[config.mk]
export PLATFORM = sky130hd
export DESIGN_NAME = svarog_mem_arbiter
export DESIGN_NICKNAME = d
export VERILOG_FILES = /design/src/rtl/svarog_pkg.sv /design/src/rtl/svarog_rr_arb2.sv /design/src/rtl/svarog_mem_arbiter.sv
export SDC_FILE = /design/constraint.sdc
export NUM_CORES = 1
export LEC_CHECK = 0
export BUFFER_PORTS_ARGS = -buffer_cell sky130_fd_sc_hd__buf_4
export CAP_MARGIN = 0
export CORE_AREA = 2 2 115 117
export DETAILED_ROUTE_END_ITERATION = 10
export DIE_AREA = 0 0 117 119
export GPL_ROUTABILITY_DRIVEN = 0
export PLACE_DENSITY_LB_ADDON = 0.15
export SLEW_MARGIN = 20
export SYNTH_ARGS = -nofsm -noshare
export SYNTH_HDL_FRONTEND = slang
export SYNTH_SLANG_ARGS = --single-unit
[constraint.sdc]
create_clock -name clk_i -period 5.3 [get_ports clk_i]
set_input_delay 0 -clock clk_i [delete_from_list [all_inputs] [get_ports clk_i]]
set_output_delay 0 -clock clk_i [all_outputs]
set_load 0.01 [all_outputs]
[src/rtl/svarog_pkg.sv]
// Shared types and constants for the Svarog memory arbiter.
// Arbiter states, grant encoding and the default error read-data pattern.
package svarog_pkg;

    typedef enum logic [1:0] {
        ARB_IDLE   = 2'd0,
        ARB_BUSY_I = 2'd1,
        ARB_BUSY_D = 2'd2
    } arb_state_t;

    typedef enum logic {
        GNT_INSTR = 1'b0,
        GNT_DATA  = 1'b1
    } arb_grant_t;

    localparam logic [31:0] ERR_RDATA_DEFAULT = 32'hDEAD_BEEF;

    function automatic arb_grant_t other_grant(input arb_grant_t g);
        return (g == GNT_INSTR) ? GNT_DATA : GNT_INSTR;
    endfunction

endpackage

[src/rtl/svarog_rr_arb2.sv]
// Combinational two-way round-robin pick between instruction (bit 0) and data (bit 1).
// On a tie the requester that was not granted last wins.
module svarog_rr_arb2
    import svarog_pkg::*;
(
    input  logic [1:0] req,
    input  arb_grant_t last,
    output logic       valid,
    output arb_grant_t gnt
);

    // NOTE: every output gets a default first so no path through the case can infer a latch.
    always_comb begin
        valid = |req;
        gnt   = GNT_INSTR;
        unique case (req)
            2'b10:   gnt = GNT_DATA;
            2'b11:   gnt = other_grant(last);
            default: gnt = GNT_INSTR;
        endcase
    end

endmodule

[src/rtl/svarog_mem_arbiter.sv]
// Shares one single-port memory between the instruction and data interfaces of the core.
// Round-robin, one transaction in flight, with a watchdog that completes hung accesses with an error.
module svarog_mem_arbiter
    import svarog_pkg::*;
#(
    parameter int unsigned           DATA_WIDTH     = 32,
    parameter int unsigned           TIMEOUT_CYCLES = 255,
    parameter logic [DATA_WIDTH-1:0] ERR_RDATA      = DATA_WIDTH'(ERR_RDATA_DEFAULT)
) (
    input  logic                  clk_i,
    input  logic                  reset_i,
    input  logic                  instr_req_i,
    input  logic [DATA_WIDTH-1:0] instr_addr_i,
    output logic                  instr_ready_o,
    output logic [DATA_WIDTH-1:0] instr_rdata_o,
    input  logic                  data_req_i,
    input  logic                  data_write_i,
    input  logic [DATA_WIDTH-1:0] data_addr_i,
    input  logic [DATA_WIDTH-1:0] data_wdata_i,
    output logic                  data_ready_o,
    output logic [DATA_WIDTH-1:0] data_rdata_o,
    output logic                  mem_req_o,
    output logic                  mem_write_o,
    output logic [DATA_WIDTH-1:0] mem_addr_o,
    output logic [DATA_WIDTH-1:0] mem_wdata_o,
    input  logic                  mem_ready_i,
    input  logic [DATA_WIDTH-1:0] mem_rdata_i,
    output logic                  err_o,
    output logic [DATA_WIDTH-1:0] err_addr_o
);

    arb_state_t            state;
    arb_state_t            state_next;
    arb_grant_t            last_grant;
    arb_grant_t            arb_gnt;
    logic                  arb_valid;
    logic                  busy;
    logic                  timeout_hit;
    logic                  xfer_done;
    logic [DATA_WIDTH-1:0] done_rdata;
    logic [DATA_WIDTH-1:0] instr_rdata_q;
    logic [DATA_WIDTH-1:0] data_rdata_q;
    logic [DATA_WIDTH-1:0] err_addr_q;
    logic                  err_q;

    svarog_rr_arb2 u_rr_arb2 (
        .req   ({data_req_i, instr_req_i}),
        .last  (last_grant),
        .valid (arb_valid),
        .gnt   (arb_gnt)
    );

    assign busy      = (state != ARB_IDLE);
    assign xfer_done = busy & (mem_ready_i | timeout_hit);

    // The watchdog fires in the last allowed BUSY cycle unless the memory answers in that same cycle.
    generate
        if (TIMEOUT_CYCLES != 0) begin : g_timeout
            localparam int unsigned CNT_W = $clog2(TIMEOUT_CYCLES + 1);
            logic [CNT_W-1:0] timeout_cnt;

            always_ff @(posedge clk_i or posedge reset_i) begin
                if (reset_i) begin
                    timeout_cnt <= '0;
                end else if (busy && !xfer_done) begin
                    timeout_cnt <= timeout_cnt + 1'b1;
                end else begin
                    timeout_cnt <= '0;
                end
            end

            assign timeout_hit = busy && !mem_ready_i &&
                                 (timeout_cnt == CNT_W'(TIMEOUT_CYCLES - 1));
        end else begin : g_no_timeout
            assign timeout_hit = 1'b0;
        end
    endgenerate

    always_comb begin
        state_next    = state;
        mem_req_o     = busy;
        mem_write_o   = 1'b0;
        mem_addr_o    = '0;
        mem_wdata_o   = '0;
        done_rdata    = timeout_hit ? ERR_RDATA : mem_rdata_i;
        instr_ready_o = 1'b0;
        data_ready_o  = 1'b0;

        unique case (state)
            ARB_IDLE: begin
                if (arb_valid) begin
                    state_next = (arb_gnt == GNT_DATA) ? ARB_BUSY_D : ARB_BUSY_I;
                end
            end
            ARB_BUSY_I: begin
                mem_addr_o    = instr_addr_i;
                instr_ready_o = xfer_done;
                // The finishing requester is ignored this cycle; the other one gets a back-to-back grant.
                if (xfer_done) begin
                    state_next = data_req_i ? ARB_BUSY_D : ARB_IDLE;
                end
            end
            ARB_BUSY_D: begin
                mem_addr_o   = data_addr_i;
                mem_wdata_o  = data_wdata_i;
                mem_write_o  = data_write_i;
                data_ready_o = xfer_done;
                if (xfer_done) begin
                    state_next = instr_req_i ? ARB_BUSY_I : ARB_IDLE;
                end
            end
            default: state_next = ARB_IDLE;
        endcase

        instr_rdata_o = instr_ready_o ? done_rdata : instr_rdata_q;
        data_rdata_o  = data_ready_o  ? done_rdata : data_rdata_q;
    end

    // NOTE: registers use non-blocking assignments so every update sees pre-edge values.
    always_ff @(posedge clk_i or posedge reset_i) begin
        if (reset_i) begin
            state         <= ARB_IDLE;
            last_grant    <= GNT_INSTR;
            instr_rdata_q <= '0;
            data_rdata_q  <= '0;
            err_q         <= 1'b0;
            err_addr_q    <= '0;
        end else begin
            state <= state_next;
            if (xfer_done) begin
                last_grant <= (state == ARB_BUSY_D) ? GNT_DATA : GNT_INSTR;
            end
            if (instr_ready_o) begin
                instr_rdata_q <= done_rdata;
            end
            if (data_ready_o) begin
                data_rdata_q <= done_rdata;
            end
            if (timeout_hit && !err_q) begin
                err_q      <= 1'b1;
                err_addr_q <= mem_addr_o;
            end
        end
    end

    assign err_o      = err_q;
    assign err_addr_o = err_addr_q;

endmodule

==> impl_metrics.env <==
export IMPL_drive_above_1_share_pct=61.0
export IMPL_ys_seq_area_share_pct=51.2
export IMPL_cts_setup_buffers=0
export IMPL_layout_cells_non_filler=907
export IMPL_rrSetupSlack_ns=2.50
export IMPL_ys_flop_type="dfrtp_1"
export IMPL_track_usage_pct=21.5
export IMPL_pin_count=299
export IMPL_n_fill_cell=1050
export IMPL_pre_cts_ws_ns=2.50
export IMPL_power_mw=3.68
export IMPL_cts_tree="done"
export IMPL_antenna_cells=0
export IMPL_ys_seq_elements=108
export IMPL_synth_edf_count=0
export IMPL_synth_area_um2=5280
export IMPL_nets=868
export IMPL_hold_path_class="input port to flop"
export IMPL_regArea_um2=2700
export IMPL_critical_path_slowest_cell="nand2b_2"
export IMPL_io_buffer_count=298
export IMPL_critPathKind="flop to flop"
export IMPL_antenna_found_initial=0
export IMPL_multiInputGateArea_um2=2420
export IMPL_final_max_slew_violation_count=0
export IMPL_fin_setup_tns_ns=0
export IMPL_netlist_instances=421
export IMPL_hpwlAfterDp_um=11500
export IMPL_synth_avg_cell_area_um2=12.5
export IMPL_die_h_um=119
export IMPL_critPathMaxStageDelay_ns=0.66
export IMPL_finalSetupViolations=0
export IMPL_drt_iter0_drc=189
export IMPL_yosys_area_top_type="dfrtp_1"
export IMPL_critPathLaunchType="flop"
export IMPL_outcome="finished, final reports clean"
export IMPL_fp_coreArea_um2=12900
export IMPL_wire_per_inst_um=16.9
export IMPL_power_density_nw_per_um2=452
export IMPL_crit_cells=6
export IMPL_yosys_warnings=0
export IMPL_crit_chain="inv_1 > ha_1 > nor4_4 > buf_4 > nand2b_2 > mux2_4"
export IMPL_reg2reg_to="err_addr_o[10]"
export IMPL_endpoint_kind="flop"
export IMPL_clkTransAtPathRegs_ns=0.06
export IMPL_slew_headroom_pct=25.7
export IMPL_wl_um=15300
export IMPL_critical_path_endpoint="err_addr_o[10]"
export IMPL_rr_startpoint="state[0]"
export IMPL_crit_path_start="state[0]"
export IMPL_ant_nets=0
export IMPL_ir_drop_mv=0.335
export IMPL_placed_cells=872
export IMPL_crit_required_ns=5.53
export IMPL_syn2layout_area_growth_pct=54.0
export IMPL_grt_overflow_total=0
export IMPL_critPathTopFamily="simple AND/OR/NAND/NOR gates"
export IMPL_grt_max_degree=75
export IMPL_clk_latency_ns=0.35
export IMPL_synth_area_leaders="dfrtp_1 51%, mux2_2 14%, mux2_4 8.5%"
export IMPL_cts_htree_levels=3
export IMPL_setup_ws_ns=2.50
export IMPL_reg2reg_depth=6
export IMPL_syn_nets=561
export IMPL_cp_max_fo=34
export IMPL_clock_sinks=108
export IMPL_cts_buffers=9
export IMPL_row_count=42
export IMPL_grt_pass1_vias=4451
export IMPL_fin_worst_skew_ns=0.00974
export IMPL_start_util_pct=41.0
export IMPL_vias_per_cell=4.81
export IMPL_grt_pass1_wl_um=23000
export IMPL_critPathArrivalTime_ns=3.03
export IMPL_finalCritPeriodShare_pct=52.9
export IMPL_cts_max_path_buffers=2
export IMPL_cts_root_buf="clkbuf_16"
export IMPL_async_reset_ff_share_pct=100
export IMPL_route_detailed_drc=0
export IMPL_first_pass_iters=4
export IMPL_power_leakage_nw=4.18
export IMPL_final_hold_viol_count=0
export IMPL_vias=4364
export IMPL_yosysUniqueCellTypes=35
export IMPL_yosys_area_top_type_share_pct=51.2
export IMPL_fin_crit_ns=2.80
export IMPL_dieArea_um2=13900
export IMPL_path_buf_inv=2
export IMPL_timing_fmax_ghz=0.357
export IMPL_rsz0062_at_grt="false"
export IMPL_holdPathStages=3
export IMPL_cap_violations=0
export IMPL_die_w_um=117
export IMPL_worstMarginPinSlew_ns=1.11
[through the flow]
stage                     hold WS, ns  utilization, %  area (um^2)
after floorplan                 0.150               -         5280
after global placement         0.0366            59.4         7640
after detailed placement       0.0394            59.4         7640
after CTS                     0.00992            63.1         8120
after global routing           0.0111            63.1         8130
final                          0.0214            63.1         8130
[how the worst min path moves through the flow]
stage                                  end  slack [ns]             from
after global routing      data_rdata_q[15]        0.01  mem_rdata_i[15]
after global placement    data_rdata_q[11]        0.04          reset_i
after floorplan             mem_wdata_o[0]        0.15  data_wdata_i[0]
final                     data_rdata_q[10]        0.02  mem_rdata_i[10]
after CTS                 data_rdata_q[10]        0.01  mem_rdata_i[10]
after detailed placement   data_rdata_q[5]        0.04          reset_i
[Yosys cell counts, types with 5 or more instances]
cell type	instances
inv_1	9
buf_2	7
a22oi_1	32
ha_1	6
clkbuf_1	17
nand2_1	5
dfrtp_1	108
nor2_1	9
mux2_2	66
nor2b_1	38
mux2_4	30
or2_2	27
and2_1	33
[report_power, final]
part | leakage, nW | switching, mW | internal [mW]
clock network | 0.120 | 0.290 | 0.316
registers | 1.38 | 0.0701 | 1.08
logic | 2.68 | 0.913 | 1.01
total | 4.18 | 1.27 | 2.40
[cells by family (layout without fill, tap and decap cells)]
group | after synthesis | after routing | synth area share, %
mux | 98 | 98 | 23.0
compound gates | 40 | 40 | 5.50
xor+xnor | 5 | 5 | 0.830
fa+ha+maj | 6 | 6 | 1.42
simple gates | 127 | 127 | 14.8
buf+inv | 37 | 347 | 3.22
flops | 108 | 108 | 51.2
[layout by cell type (no fill, tap or decap), types with 2 or more instances in the layout]
| master | synthesis | final |
|---|---|---|
| nor2_1 | 9 | 9 |
| buf_4 | 0 | 303 |
| clkbuf_16 | 0 | 9 |
| ha_1 | 6 | 5 |
| a21oi_1 | 2 | 2 |
| nor3_1 | 2 | 2 |
| or2_2 | 27 | 27 |
| mux2_2 | 66 | 66 |
| a22oi_1 | 32 | 32 |
| dlygate4sd3_1 | 0 | 21 |
| dfrtp_1 | 108 | 108 |
| nand2_1 | 5 | 5 |
| and2b_1 | 2 | 2 |
| xnor2_1 | 2 | 2 |
| clkinvlp_4 | 0 | 3 |
| o21ai_0 | 2 | 2 |
| and2_1 | 33 | 33 |
| nand3_1 | 4 | 4 |
| nor2b_1 | 38 | 38 |
| xor2_1 | 3 | 3 |
| inv_1 | 9 | 8 |
| mux2_4 | 30 | 30 |
[per-layer routing]
| layer | vias up | GRT usage [%] | routed length [um] |
|---|---|---|---|
| met2 | 168 | 37.5 | 7770 |
| met4 | 0 | 7.13 | 315 |
| met5 | - | 0 | 0 |
| met1 | 2121 | 24.6 | 5940 |
| met3 | 21 | 6.97 | 1250 |
| li1 | 2054 | - | - |
[cell type report]
cell class              count  share of cell area, %
clock buffers               9                   2.77
clock inverters             5                  0.492
inverters                   9                  0.446
multi-input cells         276                   29.8
flip-flops and latches    108                   33.2
well taps                 176                   2.71
repair buffers            324                   30.6
[registers in the layout, summed over array words and instances, names as in the netlist]
signal                 cells
state                      2
instr_rdata_q             32
last_grant                 1
data_rdata_q              32
err_addr_o                32
err_o                      1
g_timeout.timeout_cnt      8
[repair_timing]
item | in CTS | in global routing
endpoints found under the hold margin | 69 | 0
resized for setup | 0 | 0
hold buffers | 21 | 0
[worst reg2reg max path, stage by stage, from the launching register on]
cell and delay (ns):
dfrtp_1 0.39, inv_1 0.10, ha_1 0.31, nor4_4 0.29, buf_4 0.37, nand2b_2 0.66, mux2_4 0.56
(Power assumes the default switching activity.)
